## src/rtl/stereo_ycrcb_arbiter.sv

```systemverilog
// stereo_ycrcb_arbiter: round-robin sharing of one rgb_to_ycrcb converter between two
// buffered RGB565 streams, with valid/select/coordinate tags delayed to match the converter.
module stereo_ycrcb_arbiter #(
  parameter int LATENCY = 3,
  parameter int HW = 11,
  parameter int VW = 10
) (
  input  logic          clk_in,
  input  logic          rst_in,
  input  logic          a_valid_in,
  input  logic [15:0]   a_pixel_in,
  input  logic [HW-1:0] a_hcount_in,
  input  logic [VW-1:0] a_vcount_in,
  output logic          a_ready_out,
  input  logic          b_valid_in,
  input  logic [15:0]   b_pixel_in,
  input  logic [HW-1:0] b_hcount_in,
  input  logic [VW-1:0] b_vcount_in,
  output logic          b_ready_out,
  output logic [9:0]    conv_r_out,
  output logic [9:0]    conv_g_out,
  output logic [9:0]    conv_b_out,
  input  logic [9:0]    conv_y_in,
  input  logic [9:0]    conv_cr_in,
  input  logic [9:0]    conv_cb_in,
  output logic          out_valid,
  output logic          out_sel,
  output logic [9:0]    out_y,
  output logic [9:0]    out_cr,
  output logic [9:0]    out_cb,
  output logic [HW-1:0] out_hcount,
  output logic [VW-1:0] out_vcount
);
  localparam int TW = 2 + HW + VW;
  logic          a_full_q, a_full_d, b_full_q, b_full_d;
  logic [15:0]   a_pix_q, a_pix_d, b_pix_q, b_pix_d;
  logic [HW-1:0] a_h_q, a_h_d, b_h_q, b_h_d;
  logic [VW-1:0] a_v_q, a_v_d, b_v_q, b_v_d;
  logic          last_q, last_d;
  logic [9:0]    r_q, r_d, g_q, g_d, bl_q, bl_d;
  logic [TW-1:0] tag_q [LATENCY+1];
  logic [TW-1:0] tag_d [LATENCY+1];
  logic          gnt_a, gnt_b, gnt, sel;
  logic [15:0]   pix;
  always_comb begin
    gnt_a = a_full_q && (!b_full_q || last_q);
    gnt_b = b_full_q && (!a_full_q || !last_q);
    gnt = gnt_a || gnt_b;
    sel = gnt_b;
    pix = sel ? b_pix_q : a_pix_q;
    // a granted buffer cannot refill on the same edge it drains
    a_full_d = a_full_q ? !gnt_a : a_valid_in;
    b_full_d = b_full_q ? !gnt_b : b_valid_in;
    a_pix_d = (!a_full_q && a_valid_in) ? a_pixel_in : a_pix_q;
    a_h_d = (!a_full_q && a_valid_in) ? a_hcount_in : a_h_q;
    a_v_d = (!a_full_q && a_valid_in) ? a_vcount_in : a_v_q;
    b_pix_d = (!b_full_q && b_valid_in) ? b_pixel_in : b_pix_q;
    b_h_d = (!b_full_q && b_valid_in) ? b_hcount_in : b_h_q;
    b_v_d = (!b_full_q && b_valid_in) ? b_vcount_in : b_v_q;
    last_d = gnt ? sel : last_q;
    r_d = gnt ? {pix[15:11], pix[15:11]} : r_q;
    g_d = gnt ? {pix[10:5], pix[10:7]} : g_q;
    bl_d = gnt ? {pix[4:0], pix[4:0]} : bl_q;
    tag_d[0] = gnt ? {1'b1, sel, sel ? b_h_q : a_h_q, sel ? b_v_q : a_v_q} : '0;
    for (int i = 1; i <= LATENCY; i++) tag_d[i] = tag_q[i-1];
  end
  always_ff @(posedge clk_in) begin
    if (rst_in) begin
      a_full_q <= 1'b0;
      b_full_q <= 1'b0;
      a_pix_q <= '0;
      a_h_q <= '0;
      a_v_q <= '0;
      b_pix_q <= '0;
      b_h_q <= '0;
      b_v_q <= '0;
      last_q <= 1'b1;
      r_q <= '0;
      g_q <= '0;
      bl_q <= '0;
      for (int i = 0; i <= LATENCY; i++) tag_q[i] <= '0;
    end else begin
      a_full_q <= a_full_d;
      b_full_q <= b_full_d;
      a_pix_q <= a_pix_d;
      a_h_q <= a_h_d;
      a_v_q <= a_v_d;
      b_pix_q <= b_pix_d;
      b_h_q <= b_h_d;
      b_v_q <= b_v_d;
      last_q <= last_d;
      r_q <= r_d;
      g_q <= g_d;
      bl_q <= bl_d;
      for (int i = 0; i <= LATENCY; i++) tag_q[i] <= tag_d[i];
    end
  end
  assign a_ready_out = !a_full_q;
  assign b_ready_out = !b_full_q;
  assign conv_r_out = r_q;
  assign conv_g_out = g_q;
  assign conv_b_out = bl_q;
  assign out_valid = tag_q[LATENCY][TW-1];
  assign out_sel = tag_q[LATENCY][TW-2];
  assign out_hcount = tag_q[LATENCY][VW +: HW];
  assign out_vcount = tag_q[LATENCY][VW-1:0];
  assign out_y = conv_y_in;
  assign out_cr = conv_cr_in;
  assign out_cb = conv_cb_in;
endmodule
```

## config.mk

```make
export PLATFORM = sky130hd
export DESIGN_NAME = stereo_ycrcb_arbiter
export DESIGN_NICKNAME = d
export VERILOG_FILES = /design/src/rtl/stereo_ycrcb_arbiter.sv
export SDC_FILE = /design/constraint.sdc
export NUM_CORES = 1
export LEC_CHECK = 0
export ABC_AREA = 1
export CAP_MARGIN = 20
export CELL_PAD_IN_SITES_DETAIL_PLACEMENT = 1
export CELL_PAD_IN_SITES_GLOBAL_PLACEMENT = 2
export CORE_ASPECT_RATIO = 0.75
export CORE_MARGIN = 2
export CORE_UTILIZATION = 29
export CTS_BUF_LIST = sky130_fd_sc_hd__clkbuf_4 sky130_fd_sc_hd__clkbuf_8
export CTS_CLUSTER_DIAMETER = 80
export CTS_CLUSTER_SIZE = 14
export DETAILED_ROUTE_END_ITERATION = 8
export PLACE_DENSITY_LB_ADDON = 0.1
export SETUP_SLACK_MARGIN = 0.3
export SYNTH_ARGS = -nofsm -noshare
export SYNTH_HDL_FRONTEND = slang
export SYNTH_SLANG_ARGS = --single-unit
```

## constraint.sdc

```tcl
create_clock -name clk_in -period 3.2 [get_ports clk_in]
set_input_delay 0.32 -clock clk_in [delete_from_list [all_inputs] [get_ports clk_in]]
set_output_delay 0.32 -clock clk_in [all_outputs]
set_load 0.005 [all_outputs]
```

==> impl_metrics.toml, run 1 <==
[finish]
drive_above_1_share_pct = 5.469
final_nets = 992
post-route-util_pct = 36.73
post-route-cell-area_sq_um = 8100
syn_to_final_growth_pct = 24.72
nFillCells = 2662
multi_input_area_sq_um = 1887
fin_cells = 1190
regArea_sq_um = 3704
num_antenna_cells = 0

[sta]
setup_ws_ns = 1.250
rsz0062_at_grt = "no"
slew_violations = 0
fmax_mhz = 512.7
setup-violations-final = 0
setup_tns_ns = 0
fin_hold_ws_ns = 0.3321
worst_pin_slew_ns = 0.9744
hold_violations = 0
skew_ns = 0.01556
max_slew_margin_pct = 35.04
finalCriticalPeriod_ns = 1.950
min_period_over_period_pct = 60.95

[pwr]
power_density_nw_per_um2 = 564.7
peakVddDrop_uv = 261.5
power.total_mw = 4.574
p_leak_nw = 3.204

[global_routing]
grt_max_degree = 89
grt_pass1_wl_mm = 27.39
grt_pass1_vias = 5417
gr-total-overflow = 0
grt_use_total_pct = 14.94
antenna_found_initial = 0

[setup_path]
crit_required_ns = 3.51
path_delay_family = "simple AND/OR/NAND/NOR gates"
r2r_start = "a_full_q"
start_kind = "register"
path_class = "register to register"
crit_start = "a_full_q"
endpoint_kind = "register"
crit_arrival_ns = 2.26
worst_path_max_delay_cell = "nand2_1"
critPathMaxStageDelay_ns = 0.67
crit_fanout = 25
cp_cell_sequence = "nand2_1 > nand2_2 > nand2_1 > nand2_1 > a21oi_1"
reg2regPathDepth = 5
path_depth = 5
cp_common_cell = "nand2_1"
critPathBufInv = 0

[yosys]
synth-main-ff-cell = "dfxtp_1"
synthArstFlopShare_pct = 0
ys_seq_area_share_pct = 57.02
synthTopCellsByCount = "nor2_1 (187), dfxtp_1 (185), nand2_1 (111)"
yosysTopAreaCell = "dfxtp_1"
syn_nets = 925
ys_ff_latch = 185
yosysMostFrequentCell = "nor2_1"
yosysWarnings = 0
syn-cell-area_sq_um = 6495
syn_inst = 817
synthDistinctLibCells = 16
synth_edf_count = 0
avgSynthCellArea_sq_um = 7.950
yosysTopAreaCellShare_pct = 57.02
ys_top_cells_by_area = "dfxtp_1 (57%), nor2_1 (11%), nand2_1 (6.4%)"

[clock_network]
path_clk_slew_ns = 0.11
ctsResizeCount = 0
clock-root-buffer = "clkbuf_8"
numCtsBuffers = 17
tritoncts = "yes"
cts.sinks = 185
cts_setup_buffers = 0
clockBufferDepth = 2
clock_latency_ns = 0.47
cts_hold_buf = 0
cts_max_level = 4

[routing]
dr.pass1.iters = 4
wirelength_mm = 16.59
drtIter0Drc = 181
postRouteAntennaNets = 0
num_vias = 5123
wl_per_cell_um = 13.94
viasPerCell = 4.305
route.detailed.drc = 0

[outcome]
outcome = "complete, no violations"

[hold_path]
holdPathStages = 4
min_path_type = "input pin to register"
min_from = "rst_in"

[place]
dpl.hpwl_mm = 11.06
place_ws_ns = 1.058
place_area_sq_um = 7682
io_buffers = 132
gp_congestion = 0.7478
numPlacedInstances = 1159

[die]
ioPinCount = 193
core_sq_um = 22050
die_w_um = 176.8
start_util_pct = 29.45
num_rows = 47
fp.dieArea_sq_um = 23620
dieHeight_um = 133.6

[run]
cap_violations = 0
[tightest hold or removal path, delay by kind of cell]
| kind | cells | cell delay (ns) |
|---|---|---|
| AOI/OAI and AO/OA | 2 | 0.19 |
| buffers and inverters | 2 | 0.26 |
[logic make-up (layout without fill, tap and decap cells)]
group,Yosys count,in the layout,synth area share (%)
AND/OR/NAND/NOR,317,317,18.72
AO/OA/AOI/OAI,130,130,10.17
buffers and inverters,185,264,14.08
flip-flops,185,185,57.02
[power breakdown]
part	leakage [nW]	internal (mW)	total (mW)	switching, mW
clock network	0.207	0.726	1.63	0.901
logic	1.48	0.213	0.477	0.264
registers	1.51	2.42	2.47	0.0538
total	3.20	3.35	4.57	1.22
[metal layers]
| metal | routed length [um] | up-vias | share of wire (%) | track usage, % |
|---|---|---|---|---|
| met5 | 0 | - | 0 | 0 |
| met4 | 252 | 0 | 1.5 | 4.637 |
| met3 | 664 | 30 | 4.0 | 3.682 |
| met2 | 7466 | 107 | 45 | 24.35 |
| met1 | 8202 | 2414 | 49 | 19.50 |
| li1 | - | 2572 | - | - |
[worst paths after layout]
| kind | endpoint | slack (ns) |
|---|---|---|
| max | tag_q[0][16] | 1.25 |
| max reg2reg | tag_q[0][16] | 1.25 |
| min | a_pix_q[1] | 0.33 |
| min reg2reg | tag_q[0][82] | 0.40 |
[layout by cell type, fill, tap and decap left out]
cell / n
clkdlybuf4s50_1: 131
inv_6: 4
o21ai_1: 11
inv_1: 89
inv_2: 5
nor2_4: 1
clkinvlp_4: 1
buf_4: 8
dfxtp_1: 185
a211oi_2: 1
clkinv_4: 3
inv_8: 2
nand3_1: 17
clkinv_8: 2
clkbuf_8: 17
o211ai_1: 1
nor2_1: 186
o21ai_0: 63
a21oi_1: 54
nand2_1: 110
nand2_2: 3
bufinv_16: 2
[state kept, by name (all words and copies together), names as in the netlist]
name and count:
a_v_q 10, b_pix_q 16, conv_b_out 5, tag_q 92, a_pix_q 16, b_v_q 10
conv_r_out 5, last_q 1, conv_g_out 6, b_full_q 1, a_full_q 1, b_h_q 11
a_h_q 11
[cell type report]
cell class	instances	share of cell area, %
Inverter	94	4.356
Multi-Input combinational cell	447	23.29
Clock inverter	14	2.271
Tap cell	294	4.541
Sequential cell	185	45.72
Clock buffer	17	2.888
Timing Repair Buffer	139	16.93
Note: power is estimated with default switching activity, not from simulation.
==> run 2: changes to the inputs <==
--- a/config.mk
+++ b/config.mk
@@ -11,7 +11,7 @@
 export CELL_PAD_IN_SITES_GLOBAL_PLACEMENT = 2
 export CORE_ASPECT_RATIO = 0.75
 export CORE_MARGIN = 2
-export CORE_UTILIZATION = 29
+export CORE_UTILIZATION = 24
 export CTS_BUF_LIST = sky130_fd_sc_hd__clkbuf_4 sky130_fd_sc_hd__clkbuf_8
 export CTS_CLUSTER_DIAMETER = 80
 export CTS_CLUSTER_SIZE = 14
==> constraint.sdc (replaced) <==
create_clock -name clk_in -period 1.7 [get_ports clk_in]
set_input_delay 0.17 -clock clk_in [delete_from_list [all_inputs] [get_ports clk_in]]
set_output_delay 0.17 -clock clk_in [all_outputs]
set_load 0.005 [all_outputs]
==> run 2 against run 1 <==
  * Largest power group unchanged
  * Largest cell class unchanged
  * Die area up 20%
  * Clock skew down 0.0054 ns
  * Sequential power up 88%
  * Via count up 2.9%
  * Wire length up 11%
  * Utilization down 5.5 points
  * Worst setup slack worse by 0.89 ns
  * Non-clock buffer count up 22
  * Power up 85%
  * First-iteration DRC count down 13%
  * Register-to-register slack worse by 0.84 ns
==> impl_metrics.toml, run 2 (synthesis results as in run 1) <==
[hold_path]
holdPathStages = 3
min_path_type = "input pin to register"
hold_end = "last_q"
min_from = "rst_in"

[routing]
route.detailed.drc = 0
postRouteAntennaNets = 0
dr.pass1.iters = 4
drtIter0Drc = 157
num_vias = 5273
wirelength_mm = 18.35
wl_per_cell_um = 14.45
viasPerCell = 4.152

[outcome]
outcome = "complete, no violations"

[finish]
num_antenna_cells = 0
post-route-cell-area_sq_um = 8376
final_nets = 1014
mostFrequentLayoutCell = "nor2_1"
final_cell_mix = "nor2_1 (186), dfxtp_1 (165), nand2_1 (110)"
largest_reg_flops = 92
reg.largest.list = "tag_q: 92 flops, a_pix_q: 16 flops, b_pix_q: 16 flops"
syn_to_final_growth_pct = 28.95
regMostFlops = "tag_q"
drive_above_1_share_pct = 10.12

[setup_path]
path_class = "register to output port"
critPathMaxStageDelay_ns = 0.33
r2r_start = "b_full_q"
r2r-end = "conv_g_out[6]"
cp_cell_sequence = "buf_4 > dlygate4sd2_1"
regToRegSetupSlack_ns = 0.41
crit_arrival_ns = 1.17
critPathBufInv = 2
start_kind = "register"
worst_path_max_delay_cell = "dfxtp_2"
endpoint_kind = "output port"
path_delay_family = "buffers and inverters"
reg2regPathDepth = 6
path_depth = 2
crit_fanout = 2
crit_required_ns = 1.53

[sta]
rsz0062_at_grt = "yes"
max_slew_margin_pct = 70.08
finalCriticalPeriod_ns = 1.345
slew_violations = 0
setup_tns_ns = 0
setup-violations-final = 0
fmax_mhz = 743.5
hold_violations = 0
min_period_over_period_pct = 79.12
skew_ns = 0.01015
worst_pin_slew_ns = 0.4488

[pwr]
power_density_nw_per_um2 = 1012
pwr-share-seq_pct = 54.8
power_switching_mw = 2.217
internal-power_mw = 6.259
peakVddDrop_uv = 453.4
p_comb_share_pct = 11.5
p_leak_nw = 3.563
clockPowerShare_pct = 33.7
p_sw_share_pct = 26.15

[clock_network]
clockBufferDepth = 2
path_clk_slew_ns = 0.09
tritoncts = "yes"
cts_hold_buf = 0
clock-root-buffer = "clkbuf_8"
clock_latency_ns = 0.45
numCtsBuffers = 17
cts.sinks = 185
cts_max_level = 4

[global_routing]
antenna_found_initial = 0
gr-total-overflow = 0
grt_use_total_pct = 13.31
grt_pass1_wl_mm = 29.43
grt_max_degree = 89
grt_pass1_vias = 5720

[die]
core_sq_um = 26810
ioPinCount = 193
dieHeight_um = 146.5
num_rows = 52
die_w_um = 194.0
start_util_pct = 24.23
fp.dieArea_sq_um = 28410

[place]
gp_congestion = 0.7077
place_area_sq_um = 7894
io_buffers = 132
dpl.hpwl_mm = 12.25

[run]
cap_violations = 0
run 2: power groups by stage:
stage	logic [mW]	clock network, mW	registers, mW
global placement	0.955	0	4.75
CTS	0.992	3.03	4.65
floorplan	0.570	0	4.72
detailed placement	0.979	0	4.75
global route	1.11	3.19	4.67
finish	0.978	2.85	4.65
run 2: per-stage QoR:
| step | hold slack (ns) | cells | setup WS (ns) | util [%] | power, mW |
|---|---|---|---|---|---|
| after detailed placement | 0.3400 | 1223 | 0.05299 | 29.45 | 5.734 |
| after floorplan | 0.3049 | 817 | 0.5332 | - | 5.290 |
| after global routing | 0.01460 | 1270 | 0.2758 | 31.25 | 8.972 |
| after global placement | 0.3400 | 1223 | 0.06239 | 29.45 | 5.704 |
| after CTS | 0.001666 | 1268 | 0.1165 | 31.09 | 8.673 |
| final | 0.04992 | 1270 | 0.3550 | 31.25 | 8.476 |
run 2: per-layer routing:
layer	vias to the layer above	wire, um	track usage [%]	part of all wire (%)
met4	0	223	4.280	1.2
met3	25	753	3.673	4.1
met1	2547	8704	16.73	47
met2	87	8671	22.16	47
met5	-	0	0	0
li1	2614	-	-	-
run 2: worst min-delay path: stages:
cell and delay (ns):
buf_4 0.11, inv_2 0.09, o211ai_1 0.10
run 2: worst max path at each step:
stage                   from       endpoint  slack (ns)
6_report       conv_r_out[5]  conv_r_out[5]        0.36
5_1_grt        conv_r_out[5]  conv_r_out[5]        0.28
4_1_cts             b_full_q    b_ready_out        0.12
3_5_place_dp      b_valid_in     b_pix_q[9]        0.05
3_3_place_gp      a_valid_in       a_h_q[4]        0.06
2_1_floorplan       b_full_q   tag_q[0][12]        0.53
run 2: layout make-up:
type / count / area (sq um)
clock buffers: 21 / 276.5
well taps: 351 / 439.2
inverters: 94 / 357.8
clock inverters: 11 / 97.59
repair buffers: 161 / 1579
fillers: 3209 / 18430
flip-flops and latches: 185 / 3734
multi-input cells: 447 / 1892
run 2: repair_timing:
action / in CTS / in global routing
gates resized for setup: 80 / 15
endpoints found under the setup margin: 127 / 36
setup buffers: 13 / 2
pin swaps: 0 / 0
